`config.mk`:
```
export PLATFORM = sky130hd
export DESIGN_NAME = mult_div_unit_flat
export DESIGN_NICKNAME = d
export VERILOG_FILES = /design/src/rtl/mult_div_unit_if.sv /design/src/rtl/mult_div_unit.sv /design/src/flat_wrapper.sv
export SDC_FILE = /design/constraint.sdc
export NUM_CORES = 1
export LEC_CHECK = 0
export CORE_MARGIN = 2
export CORE_UTILIZATION = 45
export DETAILED_ROUTE_END_ITERATION = 10
export DONT_BUFFER_PORTS = 1
export GPL_TIMING_DRIVEN = 0
export PLACE_DENSITY = 0.57
export SYNTH_ARGS = -nofsm -noshare
export SYNTH_HDL_FRONTEND = slang
export SYNTH_SLANG_ARGS = --single-unit
```
`constraint.sdc`:
```
create_clock -name clk -period 7.8 [get_ports clk]
set_input_delay 1.56 -clock clk [delete_from_list [all_inputs] [get_ports clk]]
set_output_delay 1.56 -clock clk [all_outputs]
set_load 0.02 [all_outputs]
```
`src/rtl/mult_div_unit_if.sv`:
```
`default_nettype none
// -----------------------------------------------------------------------------
// mult_div_unit_if : controller <-> mult/div unit handshake and HI/LO bus
// Revision : 1.0
// -----------------------------------------------------------------------------
interface mult_div_unit_if #(
   parameter int WIDTH = 32
);
   logic             mdstartE;
   logic [1:0]       mdopE;
   logic [WIDTH-1:0] srcaE;
   logic [WIDTH-1:0] srcbE;
   logic             hilowriteE;
   logic             hiloselE;
   logic [1:0]       hilodisableE;
   logic             mdrunE;
   logic [WIDTH-1:0] hiE;
   logic [WIDTH-1:0] loE;

   modport master (
      output mdstartE, mdopE, srcaE, srcbE, hilowriteE, hiloselE, hilodisableE,
      input  mdrunE, hiE, loE
   );

   modport slave (
      input  mdstartE, mdopE, srcaE, srcbE, hilowriteE, hiloselE, hilodisableE,
      output mdrunE, hiE, loE
   );
endinterface
`default_nettype wire

```
`src/rtl/mult_div_unit.sv`:
```
`default_nettype none
// -----------------------------------------------------------------------------
// mult_div_unit : iterative signed/unsigned multiply/divide with HI/LO registers
// Revision : 1.0
// -----------------------------------------------------------------------------
module mult_div_unit #(
   parameter int WIDTH = 32
) (
   input  wire logic      clk,
   input  wire logic      reset,
   mult_div_unit_if.slave md
);
   localparam int            CW     = $clog2(WIDTH);
   localparam logic [CW-1:0] C_LAST = CW'(WIDTH - 1);

   typedef enum logic [1:0] {
      S_IDLE = 2'd0,
      S_CALC = 2'd1,
      S_FIX  = 2'd2
   } state_t;

   state_t r_state;
   state_t w_state_nxt;

   logic [CW-1:0]    r_count;
   logic [1:0]       r_op;
   logic             r_sign_a;
   logic             r_sign_b;
   logic [WIDTH-1:0] r_a;
   logic [WIDTH-1:0] r_b;
   logic [WIDTH-1:0] r_acc_hi;
   logic [WIDTH-1:0] r_acc_lo;
   logic [WIDTH:0]   r_rem;
   logic [WIDTH-1:0] r_hi;
   logic [WIDTH-1:0] r_lo;

   // Operand capture: magnitudes for signed ops, raw values otherwise
   logic             w_start;
   logic             w_sign_a;
   logic             w_sign_b;
   logic [WIDTH-1:0] w_mag_a;
   logic [WIDTH-1:0] w_mag_b;

   assign w_start  = (r_state == S_IDLE) && md.mdstartE;
   assign w_sign_a = md.mdopE[0] & md.srcaE[WIDTH-1];
   assign w_sign_b = md.mdopE[0] & md.srcbE[WIDTH-1];
   assign w_mag_a  = w_sign_a ? -md.srcaE : md.srcaE;
   assign w_mag_b  = w_sign_b ? -md.srcbE : md.srcbE;

   // Multiply step: conditional add then shift the 2*WIDTH accumulator right
   logic [WIDTH-1:0] w_addend;
   logic [WIDTH:0]   w_sum;

   assign w_addend = r_acc_lo[0] ? r_a : '0;
   assign w_sum    = {1'b0, r_acc_hi} + {1'b0, w_addend};

   // Divide step: trial subtraction, one guard bit above the remainder width
   logic [WIDTH+1:0] w_shift;
   logic [WIDTH+1:0] w_diff;
   logic             w_qbit;

   assign w_shift = {r_rem, r_acc_lo[WIDTH-1]};
   assign w_diff  = w_shift - {2'b00, r_b};
   assign w_qbit  = ~w_diff[WIDTH+1];

   // Sign correction applied in FIX
   logic               w_neg;
   logic               w_div0;
   logic [2*WIDTH-1:0] w_prod;
   logic [2*WIDTH-1:0] w_prod_fix;
   logic [WIDTH-1:0]   w_quot_fix;
   logic [WIDTH-1:0]   w_rem_fix;
   logic [WIDTH-1:0]   w_raw_a;

   assign w_neg      = r_sign_a ^ r_sign_b;
   assign w_div0     = (r_b == '0);
   assign w_prod     = {r_acc_hi, r_acc_lo};
   assign w_prod_fix = w_neg ? -w_prod : w_prod;
   assign w_quot_fix = w_neg ? -r_acc_lo : r_acc_lo;
   assign w_rem_fix  = r_sign_a ? -r_rem[WIDTH-1:0] : r_rem[WIDTH-1:0];
   assign w_raw_a    = r_sign_a ? -r_a : r_a;

   always_ff @(posedge clk) begin
      if (reset) r_state <= S_IDLE;
      else       r_state <= w_state_nxt;
   end

   always_comb begin
      w_state_nxt = r_state;
      case (r_state)
         S_IDLE:  if (md.mdstartE) w_state_nxt = S_CALC;
         S_CALC:  if (r_count == C_LAST) w_state_nxt = S_FIX;
         S_FIX:   w_state_nxt = S_IDLE;
         default: w_state_nxt = S_IDLE;
      endcase
   end

   always_ff @(posedge clk) begin
      if (reset) begin
         r_count  <= '0;
         r_op     <= '0;
         r_sign_a <= 1'b0;
         r_sign_b <= 1'b0;
         r_a      <= '0;
         r_b      <= '0;
         r_acc_hi <= '0;
         r_acc_lo <= '0;
         r_rem    <= '0;
         r_hi     <= '0;
         r_lo     <= '0;
      end else if (w_start) begin
         r_count  <= '0;
         r_op     <= md.mdopE;
         r_sign_a <= w_sign_a;
         r_sign_b <= w_sign_b;
         r_a      <= w_mag_a;
         r_b      <= w_mag_b;
         r_acc_hi <= '0;
         r_acc_lo <= md.mdopE[1] ? w_mag_a : w_mag_b;
         r_rem    <= '0;
      end else if (r_state == S_CALC) begin
         r_count <= r_count + 1'b1;
         if (r_op[1]) begin
            r_rem    <= w_qbit ? w_diff[WIDTH:0] : w_shift[WIDTH:0];
            r_acc_lo <= {r_acc_lo[WIDTH-2:0], w_qbit};
         end else begin
            r_acc_hi <= w_sum[WIDTH:1];
            r_acc_lo <= {w_sum[0], r_acc_lo[WIDTH-1:1]};
         end
      end else if (r_state == S_FIX) begin
         if (!r_op[1]) begin
            r_hi <= w_prod_fix[2*WIDTH-1:WIDTH];
            r_lo <= w_prod_fix[WIDTH-1:0];
         end else if (w_div0) begin
            r_hi <= w_raw_a;
            r_lo <= '1;
         end else begin
            r_hi <= w_rem_fix;
            r_lo <= w_quot_fix;
         end
      end else if (r_state == S_IDLE && md.hilowriteE) begin
         if (md.hiloselE && !md.hilodisableE[1])  r_hi <= md.srcaE;
         if (!md.hiloselE && !md.hilodisableE[0]) r_lo <= md.srcaE;
      end
   end

   assign md.mdrunE = (r_state != S_IDLE);
   assign md.hiE    = r_hi;
   assign md.loE    = r_lo;

endmodule
`default_nettype wire

```
`src/flat_wrapper.sv`:
```
// flat-port wrapper written by rule: the top's interface ports become plain ports
module mult_div_unit_flat 
#(
   parameter int WIDTH = 32
)
  (clk, reset, md_mdstartE, md_mdopE, md_srcaE, md_srcbE, md_hilowriteE, md_hiloselE, md_hilodisableE, md_mdrunE, md_hiE, md_loE);
  mult_div_unit_if #(.WIDTH(WIDTH)) md_i ();
  input  wire logic clk;
  input  wire logic reset;
  input wire logic [$bits(md_i.mdstartE)-1:0] md_mdstartE;
  input wire logic [$bits(md_i.mdopE)-1:0] md_mdopE;
  input wire logic [$bits(md_i.srcaE)-1:0] md_srcaE;
  input wire logic [$bits(md_i.srcbE)-1:0] md_srcbE;
  input wire logic [$bits(md_i.hilowriteE)-1:0] md_hilowriteE;
  input wire logic [$bits(md_i.hiloselE)-1:0] md_hiloselE;
  input wire logic [$bits(md_i.hilodisableE)-1:0] md_hilodisableE;
  output wire logic [$bits(md_i.mdrunE)-1:0] md_mdrunE;
  output wire logic [$bits(md_i.hiE)-1:0] md_hiE;
  output wire logic [$bits(md_i.loE)-1:0] md_loE;
  assign md_i.mdstartE = md_mdstartE;
  assign md_i.mdopE = md_mdopE;
  assign md_i.srcaE = md_srcaE;
  assign md_i.srcbE = md_srcbE;
  assign md_i.hilowriteE = md_hilowriteE;
  assign md_i.hiloselE = md_hiloselE;
  assign md_i.hilodisableE = md_hilodisableE;
  assign md_mdrunE = md_i.mdrunE;
  assign md_hiE = md_i.hiE;
  assign md_loE = md_i.loE;
  mult_div_unit #(.WIDTH(WIDTH)) u_core (.clk(clk), .reset(reset), .md(md_i));
endmodule
```
Word-level counts from Yosys, hierarchy flattened --
Index checks and enable logic that the tools add are counted.
Operators by class: add/subtract/negate cells 9, equality and inequality tests 5, mux-type cells 25, bitwise logic cells 7, reductions and logical operators 20
Operator list (count):
- 2-to-1 mux 32 bit | 20
- negator 32 bit | 5
- 2-to-1 mux 64 bit | 1
- negator 64 bit | 1
- subtractor 34 x 32 -> 34 bit | 1
- adder 32 x 32 -> 33 bit | 1
- 2-to-1 mux 33 bit | 1
- zero test 32 bit | 1
- nonzero test 2 bit | 5
- AND reduction 4 bit | 2
- AND reduction 2 bit | 3
- adder 5 x 1 -> 5 bit, second input constant | 1
- equality test 5 bit, second input constant | 1
- logical AND 1 bit | 4
- 2-to-1 mux 2 bit | 2
- inverter 1 bit | 4
- case mux 2 bit (2 select lines) | 1
- zero test 1 bit | 3
- bitwise AND 1 bit | 2
- equality test 2 x 1 -> 1 bit, second input constant | 1
- equality test 2 bit, second input constant | 1
- zero test 2 bit | 1
- inequality test 2 x 1 -> 1 bit, second input constant | 1
- inequality test 2 bit, second input constant | 1
- 2 further kinds | 2
Storage, ports and cells: bits in registers 236, input bits 73, output and inout bits 65, word-level logic and storage cells 78

Longest topological paths before layout --
Gate-level depths: netlist of the first run.
word-level depth 5, mapped depth 16, mapped depth without buffers 14

Least setup slack after synthesis of the first run --
Ideal clock, no wire load.
kind in2reg, start input port md_srcbE[4], end register u_core.r_acc_lo[26], setup time 0.117 ns, data arrival time 3.959 ns, data required time 7.683 ns, path slack 3.724 ns, stages 11, path buffers 1, cells stage by stage nor4_1 -> nor3b_1 -> nand2_1 -> or2_2 -> or4_1 -> clkbuf_1 -> nor4_4 -> a31oi_1 -> xnor2_1 -> mux2i_1 -> a22o_1
Between the ends: longest elaborated chain between the ends 4
RTL lines:
- start, declared | RTL line flat_wrapper.sv:13 | input wire logic [$bits(md_i.srcbE)-1:0] md_srcbE;
- negator 32 bit | RTL line mult_div_unit.sv:48 | assign w_mag_b = w_sign_b ? -md.srcbE : md.srcbE;
- 2-to-1 mux 32 bit | RTL line mult_div_unit.sv:48
- 2-to-1 mux 32 bit | RTL line mult_div_unit.sv:119 | r_acc_lo <= md.mdopE[1] ? w_mag_a : w_mag_b;
- 2-to-1 mux 32 bit | RTL line mult_div_unit.sv:111 | end else if (w_start) begin
- end signal, assigned | RTL line mult_div_unit.sv:119
- end signal, assigned | RTL line mult_div_unit.sv:125 | r_acc_lo <= {r_acc_lo[WIDTH-2:0], w_qbit};
- end signal, assigned | RTL line mult_div_unit.sv:128 | r_acc_lo <= {w_sum[0], r_acc_lo[WIDTH-1:1]};
- end, declared | RTL line mult_div_unit.sv:32 | logic [WIDTH-1:0] r_acc_lo;
Every way passes these cells. A chain may end at the register's enable or synchronous reset.

Worst setup path after layout of the first run --
start register u_core.r_acc_lo[0], end register u_core.r_acc_hi[30]
Between the ends: longest elaborated chain between the ends 2
RTL lines:
- 2-to-1 mux 32 bit | RTL line mult_div_unit.sv:54 | assign w_addend = r_acc_lo[0] ? r_a : '0;
- adder 32 x 32 -> 33 bit | RTL line mult_div_unit.sv:55 | assign w_sum = {1'b0, r_acc_hi} + {1'b0, w_addend};
- end signal, assigned | RTL line mult_div_unit.sv:127 | r_acc_hi <= w_sum[WIDTH:1];
- end, declared | RTL line mult_div_unit.sv:31 | logic [WIDTH-1:0] r_acc_hi;
Every way passes these cells.

==> impl_metrics.yaml, run 1 <==
cells_and_area:
  drive_above_1_share_pct: 3.59
  final_core_util_pct: 49.7
  fin_cells: 2916
  nets: 2523
  area_growth_pct: 8.90
clocking:
  holdBufCountCts: 0
  postCtsSetupBuffers: 0
  clk_pin_slew_worst_paths_ns: 0.06
  insertion_delay_ns: 0.58
  cts_resized: 0
  htreeDepth: 1
  cts-root-buf: "clkbuf_16"
  cts_buffers: 28
  cts_tree: "built"
  clk_path_buf_depth: 3
  cts.sinks: 235
drt:
  post_drt_via_cell_ratio: 6.40
  ant_nets: 0
  drtIter0Drc: 2199
  firstDrtPassIters: 6
  drc: 0
  dr_total_vias: 18700
  routed_wl_mm: 76.1
  wl_per_cell_um: 26.1
die:
  core.rowCount: 72
  start_util_pct: 45.6
  coreArea_um2: 38700
  fp.dieW_um: 202
  pin_count: 138
  fp.dieH_um: 202
  die-area_um2: 40900
critical_path:
  r2r_cells: 15
  reg2reg_from: "u_core.r_acc_lo[0]$_SDFFE_PP0N_"
  path_class: "reg -> reg"
  worstSetupEndpoint: "u_core.r_acc_hi[30]$_SDFFE_PP0P_"
  critPathLaunchType: "flop"
  crit_path_start: "u_core.r_acc_lo[0]$_SDFFE_PP0N_"
  reg2reg_to: "u_core.r_acc_hi[30]$_SDFFE_PP0P_"
  crit_fanout: 10
  crit_arrival_ns: 5.75
  crit_path_end_kind: "flop"
  r2r_setup_slack_ns: 2.55
  cp.required_ns: 8.30
timing:
  fin_crit_sh_pct: 67.3
  min_period_ns: 5.25
  tightest_slew_ns: 1.06
  slew_violations: 0
  rsz0062_at_grt: "false"
  fin_setup_tns_ns: 0
  fmax_mhz: 191
  hold_violations: 0
  fin_skew_ns: 0.0232
  slew_headroom_pct: 29.6
  worst_slack_ns: 2.55
  setup_violations: 0
yosys:
  synth_flop_cell: "dfxtp_1"
  yosysTopAreaCell: "dfxtp_1"
  mappedNetlistArea_um2: 17700
  synth.most_common_cell: "a21oi_1"
  yosys-top-cells-area: "dfxtp_1 27%, a21oi_1 6.9%, xnor2_1 6.8%"
  yosysSeqAreaShare_pct: 26.6
  synth_seq_cells: 235
  synthCells: 2347
  yosys_warnings: 0
  yosys.area.top_type_share_pct: 26.6
  synth_cell_types: 79
  async_flop_share_pct: 0
  synth_edf_count: 0
  syn_avg_cell_area_um2: 7.53
  ys_top_cells_by_count: "244 x a21oi_1, 243 x nand2_1, 235 x dfxtp_1"
  syn-num-nets: 2493
place:
  routabilityCongestion: 1.02
  port_buffers: 0
  dp.final_hpwl_mm: 61.5
  dpl.cell_count: 2865
  pre_cts_ws_ns: 2.63
status:
  status: "finished, final reports clean"
power_and_ir_drop:
  power_density_nw_per_um2: 185
  ir_drop_mv: 0.192
  finalPower_uw: 3560
  p_leak_uw: 0.00712
global_route:
  grt_pass1_wl_mm: 111
  grt-ovfl-total: 0
  grt_pass1_vias: 17200
  antenna_found_initial: 2
  grt_max_degree: 14
  track_usage_pct: 36.0
hold_path:
  min_path_type: "reg -> reg"
job:
  max_cap_violations: 0
## cell type report
cell class / instances / area (µm²)
Fill cell: 3890 / 19500
Multi-Input combinational cell: 1880 / 12100
Sequential cell: 235 / 4700
Clock buffer: 33 / 741
Tap cell: 518 / 648
Buffer: 162 / 634
Inverter: 70 / 263
Clock inverter: 17 / 181
Antenna cell: 1 / 2.50
## registers in the layout, indices dropped and copies added, names as in the netlist
name	count
u_core.r_sign_b	1
u_core.r_b	32
u_core.md.loE	32
u_core.r_count	5
u_core.r_op	1
u_core.r_sign_a	1
u_core.r_state	2
u_core.md.hiE	32
u_core.r_rem	33
u_core.r_a	32
u_core.r_acc_hi	32
u_core.r_acc_lo	32
## cell families (layout without fill, tap and decap cells)
group / Yosys count / in the layout / share of synthesized area (%)
and+or+nand+nor: 746 / 746 / 19.9
xor gates and xnor gates: 233 / 233 / 11.5
adders and majority gates: 73 / 73 / 5.25
AOI/OAI and AO/OA: 761 / 761 / 27.7
buffers and inverters: 232 / 282 / 5.07
muxes: 67 / 67 / 3.88
other: 0 / 1 / 0
DFF: 235 / 235 / 26.6
## how the worst min path moves through the flow
stage | startpoint | end | slack, ns | cells past startpoint
after global routing | u_core.r_count[4]$_SDFFE_PP0P_ | u_core.r_count[4]$_SDFFE_PP0P_ | 0.51 | 2
after floorplan | u_core.r_count[4]$_SDFFE_PP0P_ | u_core.r_count[4]$_SDFFE_PP0P_ | 0.44 | 2
final | u_core.r_count[4]$_SDFFE_PP0P_ | u_core.r_count[4]$_SDFFE_PP0P_ | 0.47 | 2
after CTS | u_core.r_count[4]$_SDFFE_PP0P_ | u_core.r_count[4]$_SDFFE_PP0P_ | 0.47 | 2
after detailed placement | u_core.r_count[4]$_SDFFE_PP0P_ | u_core.r_count[4]$_SDFFE_PP0P_ | 0.46 | 2
after global placement | u_core.r_count[4]$_SDFFE_PP0P_ | u_core.r_count[4]$_SDFFE_PP0P_ | 0.45 | 2
## layout by cell type (no fill, tap or decap), types with 37 or more instances in the layout
cell and count:
nor2_1 218, o211ai_1 55, xor2_1 95, inv_1 70, nand2_1 243, a211oi_1 91, xnor2_1 138, dfxtp_1 235
clkbuf_1 143, o221ai_1 37, nor3_1 51, and2_1 42, a21oi_1 244, mux2i_1 64, ha_1 71, o21ai_0 141
## report_power, final
part           switching [µW]  internal [µW]  total (µW)
sequential                107           1260        1370
clock                     568            779        1350
combinational             558            289         847
## stage by stage
step | hold slack (ns) | cell area (µm²)
floorplan | 0.441 | 17700
global placement | 0.448 | 18300
detailed placement | 0.457 | 18300
CTS | 0.465 | 19300
global route | 0.506 | 19300
finish | 0.470 | 19300
## layer usage
layer | vias to the layer above | part of all wire, % | GRT usage [%]
met4 | 2 | 4.1 | 12.7
li1 | 8563 | - | -
met3 | 165 | 8.9 | 5.71
met2 | 965 | 44 | 56.4
met5 | - | 0.013 | 0
met1 | 8961 | 43 | 50.0
## worst max-delay path, stage by stage, from the launching register on
cell      delay [ns]
dfxtp_1         0.32
clkbuf_1        0.70
clkbuf_1        0.38
inv_1           0.24
nor2_1          0.26
ha_1            0.29
a211oi_1        0.24
nor2_1          0.12
o31ai_1         0.49
o221ai_1        0.36
o41ai_1         0.66
o21ai_0         0.27
o41ai_1         0.46
xnor2_1         0.16
nand2_1         0.06
a21oi_1         0.16
No activity file was read; power rests on OpenSTA's default activity.
==> inputs of run 2 (changes only) <==
- ABC_AREA: not set -> 1
- clock period: 7.8 -> 5.2 ns (I/O delays scaled with it)
==> run 2 against run 1 <==
- clock skew increased by 0.0077 ns
- sequential power increased by 51%
- setup slack got worse by 0.88 ns
- hold slack improved by 0.0087 ns
- largest power group is now clock
- cell area increased by 16%
- sequential share of layout area decreased by 3.4 points
- total power increased by 73%
- core utilization decreased by 0.34 points
- count of clock-buffer cells in the layout increased by 3
- non-clock buffer count decreased by 35
- final cell count increased by 45%
- global-route usage increased by 6.7 points
==> impl_metrics.yaml, run 2 <==
clocking:
  htreeDepth: 1
  cts-root-buf: "clkbuf_16"
  clk_path_buf_depth: 3
  cts_tree: "built"
  holdBufCountCts: 0
  insertion_delay_ns: 0.58
  cts_resized: 0
  cts.sinks: 235
  postCtsSetupBuffers: 0
  cts_buffers: 29
  clk_pin_slew_worst_paths_ns: 0.06
critical_path:
  critPathTopFamily: "simple AND/OR/NAND/NOR gates"
  crit_buf_inv: 4
  r2r_setup_slack_ns: 1.68
  r2r_cells: 16
  path_class: "reg -> reg"
  reg2reg_to: "u_core.r_acc_hi[28]$_SDFFE_PP0P_"
  reg2reg_from: "u_core.r_acc_lo[0]$_SDFFE_PP0N_"
  worst-path-stages: 16
  cpPeakStageDelay_ns: 0.53
  crit_top_cell: "nand3_1"
  crit_chain: "buf_2 > clkbuf_1 > nand2_1 > inv_1 > ha_1 > nand3_1 > nand3_1 > nand3_1 > nand2_1 > a21oi_1 > o21bai_1 > nand3_1 > nand3_1 > nand3_1 > nand2_1 > inv_1"
  crit_arrival_ns: 4.00
  critPathLaunchType: "flop"
  worstSetupEndpoint: "u_core.r_acc_hi[28]$_SDFFE_PP0P_"
  cp.required_ns: 5.68
  crit_path_end_kind: "flop"
  crit_fanout: 10
  cp_slowest_cell: "clkbuf_1"
  crit_path_start: "u_core.r_acc_lo[0]$_SDFFE_PP0N_"
yosys:
  synthMuxAreaShare_pct: 0
  synthAdderAreaFrac_pct: 4.49
  synth_xor_area_share_pct: 5.00
  syn_avg_cell_area_um2: 5.79
  yosysTopAreaCell: "dfxtp_1"
  synth_cell_types: 54
  yosys.area.top_type_share_pct: 22.8
  synth_edf_count: 0
  yosys-top-cells-area: "dfxtp_1 23%, nand2_1 17%, inv_1 8.7%"
  yosysSeqAreaShare_pct: 22.8
  synthCells: 3571
  synth.most_common_cell: "nand2_1"
  synth_compound_area_share_pct: 17.9
  mappedNetlistArea_um2: 20700
  synthSimpleGateAreaFrac_pct: 37.8
  ys_top_cells_by_count: "938 x nand2_1, 481 x inv_1, 417 x nor2_1"
  syn-num-nets: 3717
  synth_seq_cells: 235
  async_flop_share_pct: 0
  synth_top_family_by_area: "simple AND/OR/NAND/NOR gates"
  yosys_warnings: 0
  synth_flop_cell: "dfxtp_1"
cells_and_area:
  final_common_cell: "nand2_1"
  drive_above_1_share_pct: 4.83
  area_growth_pct: 8.34
  final_core_util_pct: 49.4
  nets: 3748
  largest_reg_flops: 33
  largest-register: "u_core.r_rem"
  final_cell_mix: "938 x nand2_1, 481 x inv_1, 417 x nor2_1, 343 x nand3_1, 243 x a21oi_1"
drt:
  post_drt_via_cell_ratio: 6.04
  dr_total_vias: 25500
  routed_wl_mm: 105
  firstDrtPassIters: 7
  ant_nets: 0
  drc: 0
  wl_per_cell_um: 24.7
  drtIter0Drc: 3704
timing:
  fin_crit_sh_pct: 67.8
  min_period_ns: 3.52
  fin_skew_ns: 0.0308
  setup_violations: 0
  worst_hold_slack_ns: 0.478
  slew_headroom_pct: 16.2
  rsz0062_at_grt: "false"
  fin_setup_tns_ns: 0
  tightest_slew_ns: 1.24
  hold_violations: 0
  slew_violations: 0
  fmax_mhz: 284
  worst_slack_ns: 1.68
power_and_ir_drop:
  p_leak_uw: 0.0112
  power_density_nw_per_um2: 275
  ir_drop_mv: 0.257
die:
  die-area_um2: 47700
  coreArea_um2: 45400
  fp.dieH_um: 218
  core.rowCount: 78
  start_util_pct: 45.6
  pin_count: 138
  fp.dieW_um: 218
global_route:
  grt_pass1_vias: 23300
  grt_pass1_wl_mm: 151
  antenna_found_initial: 7
  grt-ovfl-total: 0
  track_usage_pct: 42.7
  grt_max_degree: 14
place:
  dp.final_hpwl_mm: 86.8
  pre_cts_ws_ns: 1.60
  port_buffers: 0
  routabilityCongestion: 1.15
status:
  status: "finished, final reports clean"
job:
  max_cap_violations: 0
hold_path:
  min_path_type: "reg -> reg"
run 2: routing by layer:
layer	global-route usage, %	up-vias	part of all wire (%)
li1	-	11700	-
met1	56.0	12000	40
met2	64.3	1583	42
met3	10.1	267	12
met4	23.6	8	6.4
met5	0	-	0.048
run 2: cells by family after synthesis:
family	after synthesis
AO/OA/AOI/OAI	654
XOR/XNOR	118
adder cells (fa/ha/maj)	73
buffers and inverters	640
flip-flops	235
AND/OR/NAND/NOR	1851
run 2: cell type report:
cell class	count	area (µm²)
Multi-Input combinational cell	2696	13500
Tap cell	600	751
Sequential cell	235	4700
Inverter	513	1930
Clock inverter	13	175
Fill cell	4903	23000
Antenna cell	3	7.51
Buffer	127	559
Clock buffer	36	792
run 2: worst min-delay path, delay by kind of cell (launching register included):
kind             cells  cell delay, ns
AND/OR/NAND/NOR      1            0.06
AO/OA/AOI/OAI        1            0.05
flip-flops           1            0.31
run 2: through the flow:
stage | instance area (µm²) | total power [µW] | cells
6_report | 22400 | 6160 | 4223
5_1_grt | 22400 | 6350 | 4220
4_1_cts | 22400 | 6050 | 4220
3_5_place_dp | 21400 | 3950 | 4171
3_3_place_gp | 21400 | 3950 | 4171
2_1_floorplan | 20700 | 3240 | 3571
run 2: worst min-delay path by stage:
| stage | end | startpoint | slack, ns | cells past startpoint |
|---|---|---|---|---|
| finish | u_core.r_count[4]$_SDFFE_PP0P_ | u_core.r_count[4]$_SDFFE_PP0P_ | 0.48 | 2 |
| global route | u_core.r_count[4]$_SDFFE_PP0P_ | u_core.r_count[4]$_SDFFE_PP0P_ | 0.49 | 2 |
| CTS | u_core.r_count[4]$_SDFFE_PP0P_ | u_core.r_count[4]$_SDFFE_PP0P_ | 0.47 | 2 |
| detailed placement | u_core.r_count[4]$_SDFFE_PP0P_ | u_core.r_count[4]$_SDFFE_PP0P_ | 0.46 | 2 |
| global placement | u_core.r_count[4]$_SDFFE_PP0P_ | u_core.r_count[4]$_SDFFE_PP0P_ | 0.45 | 2 |
| floorplan | u_core.r_count[4]$_SDFFE_PP0P_ | u_core.r_count[4]$_SDFFE_PP0P_ | 0.44 | 2 |
run 2: report_power, final:
part | switching (µW) | internal [µW]
registers | 164 | 1910
clock network | 866 | 1270
logic | 1450 | 501
==> inputs of run 3 (changes only) <==
- clock period: 5.2 -> 3.31 ns (I/O delays scaled with it)
==> run 3 against run 2 <==
- maximum frequency grew 11%
- combinational power grew 57%
- sequential cell count is the same
- setup slack lost 1.6 ns
- highest routed layer unchanged
- core utilization is essentially flat
- count of clock-buffer cells in the layout is the same
- sequential share of layout area is essentially flat
- first-iteration DRC count grew 0.92%
- cell area is essentially flat
==> impl_metrics.yaml, run 3 (synthesis results as in run 2) <==
status:
  status: "finished, final reports clean"
die:
  core.rowCount: 78
  fp.dieW_um: 218
  pin_count: 138
  fp.dieH_um: 218
  coreArea_um2: 45400
  start_util_pct: 45.6
  die-area_um2: 47700
critical_path:
  crit_path_end_kind: "flop"
  crit_fanout: 10
  worst-path-stages: 14
  crit_chain: "buf_2 > buf_2 > nand2_1 > inv_1 > ha_1 > inv_1 > o21ai_0 > a31oi_1 > a21boi_0 > o211ai_1 > nand2_1 > nand2_1 > o21ai_0 > inv_1"
  cp.required_ns: 3.78
  crit_buf_inv: 5
  crit_arrival_ns: 3.66
  path_class: "reg -> reg"
  critPathTopFamily: "compound AO/OA/AOI/OAI gates"
  cp_slowest_cell: "buf_2"
  r2r_cells: 14
  critPathLaunchType: "flop"
  cpPeakStageDelay_ns: 0.37
place:
  dp.final_hpwl_mm: 86.8
  routabilityCongestion: 1.15
  pre_cts_ws_ns: -0.0556
  port_buffers: 0
  dpl.cell_count: 4171
timing:
  setup_violations: 0
  fin_crit_sh_pct: 96.3
  slew_violations: 0
  min_period_ns: 3.19
  slew_headroom_pct: 13.0
  worst_slack_ns: 0.122
  fmax_mhz: 314
  fin_skew_ns: 0.0326
  rsz0062_at_grt: "false"
  tightest_slew_ns: 1.29
  worst_hold_slack_ns: 0.246
  hold_violations: 0
drt:
  routed_wl_mm: 104
  ant_nets: 0
  dr_total_vias: 25500
  drtIter0Drc: 3738
  post_drt_via_cell_ratio: 6.03
  drc: 0
  wl_per_cell_um: 24.7
  firstDrtPassIters: 7
power_and_ir_drop:
  p_leak_uw: 0.0112
  power_density_nw_per_um2: 431
  ir_drop_mv: 0.401
cells_and_area:
  final_cell_mix: "938 x nand2_1, 481 x inv_1, 417 x nor2_1, 343 x nand3_1, 243 x a21oi_1"
  drive_above_1_share_pct: 4.94
  final_core_util_pct: 49.4
  largest_reg_flops: 33
  fin_cells: 4223
  nets: 3748
  final_common_cell: "nand2_1"
  area_growth_pct: 8.40
  largest-register: "u_core.r_rem"
clocking:
  cts_tree: "built"
  cts.sinks: 235
  htreeDepth: 1
  cts_buffers: 29
  clk_path_buf_depth: 3
  clk_pin_slew_worst_paths_ns: 0.07
  postCtsSetupBuffers: 0
  insertion_delay_ns: 0.58
  holdBufCountCts: 0
  cts-root-buf: "clkbuf_16"
global_route:
  grt_pass1_vias: 23400
  track_usage_pct: 42.7
  grt_pass1_wl_mm: 151
  antenna_found_initial: 9
  grt-ovfl-total: 0
  grt_max_degree: 14
hold_path:
  min_path_type: "in -> reg"
  min_path_cells: 2
job:
  max_cap_violations: 0
## run 3: cell count changes in the layout (fill, tap and decap cells not counted), sizes merged
cell,change
buf,+1
clkbuf,-1
## run 3: path summary, 6_finish.rpt
path	start	endpoint	slack (ns)
worst max-delay path	u_core.r_acc_lo[0]$_SDFFE_PP0N_	u_core.r_acc_hi[24]$_SDFFE_PP0P_	0.12
worst min-delay path	md_srcbE[31]	u_core.r_b[31]$_SDFFE_PP0P_	0.25
worst min register to register	u_core.r_count[4]$_SDFFE_PP0P_	u_core.r_count[4]$_SDFFE_PP0P_	0.48
worst max register to register	u_core.r_acc_lo[0]$_SDFFE_PP0N_	u_core.r_acc_hi[24]$_SDFFE_PP0P_	0.12
## run 3: what timing repair did
| action | in CTS | in global routing |
|---|---|---|
| endpoints found under the setup margin | 1 | 17 |
| resized for setup | 1 | 7 |
| pin swaps | 0 | 0 |
## run 3: final cells by class
cell class              count  area, µm²
diodes                      3       7.51
clock inverters            13        175
fillers                  4906      23000
flip-flops and latches    235       4700
well taps                 600        751
clock buffers              36        792
inverters                 513       1930
plain buffers             127        563
multi-input cells        2696      13500
## run 3: worst reg2reg max path, delay by kind of cell (launching register included)
kind	cells	cell delay [ns]
AO/OA/AOI/OAI	5	1.07
adder cells (fa/ha/maj)	1	0.31
buffers and inverters	5	1.02
flip-flops	1	0.31
AND/OR/NAND/NOR	3	0.38
## run 3: per-stage QoR
stage / area, µm² / total power (µW) / setup TNS, ns
finish: 22400 / 9660 / 0
global route: 22400 / 9980 / 0
CTS: 22400 / 9500 / 0
floorplan: 20700 / 5080 / 0
detailed placement: 21400 / 6210 / -0.0556
global placement: 21400 / 6210 / 0
## run 3: where the power goes
| part | switching (µW) | internal (µW) |
|---|---|---|
| Sequential | 258 | 3000 |
| Clock | 1360 | 1990 |
| Combinational | 2270 | 788 |
| Total | 3890 | 5780 |
## run 3: metal layers
metal | wire length (µm) | track usage (%)
met5 | 98 | 0
met4 | 6890 | 23.4
met3 | 12500 | 10.8
met2 | 43800 | 64.5
met1 | 41000 | 55.4
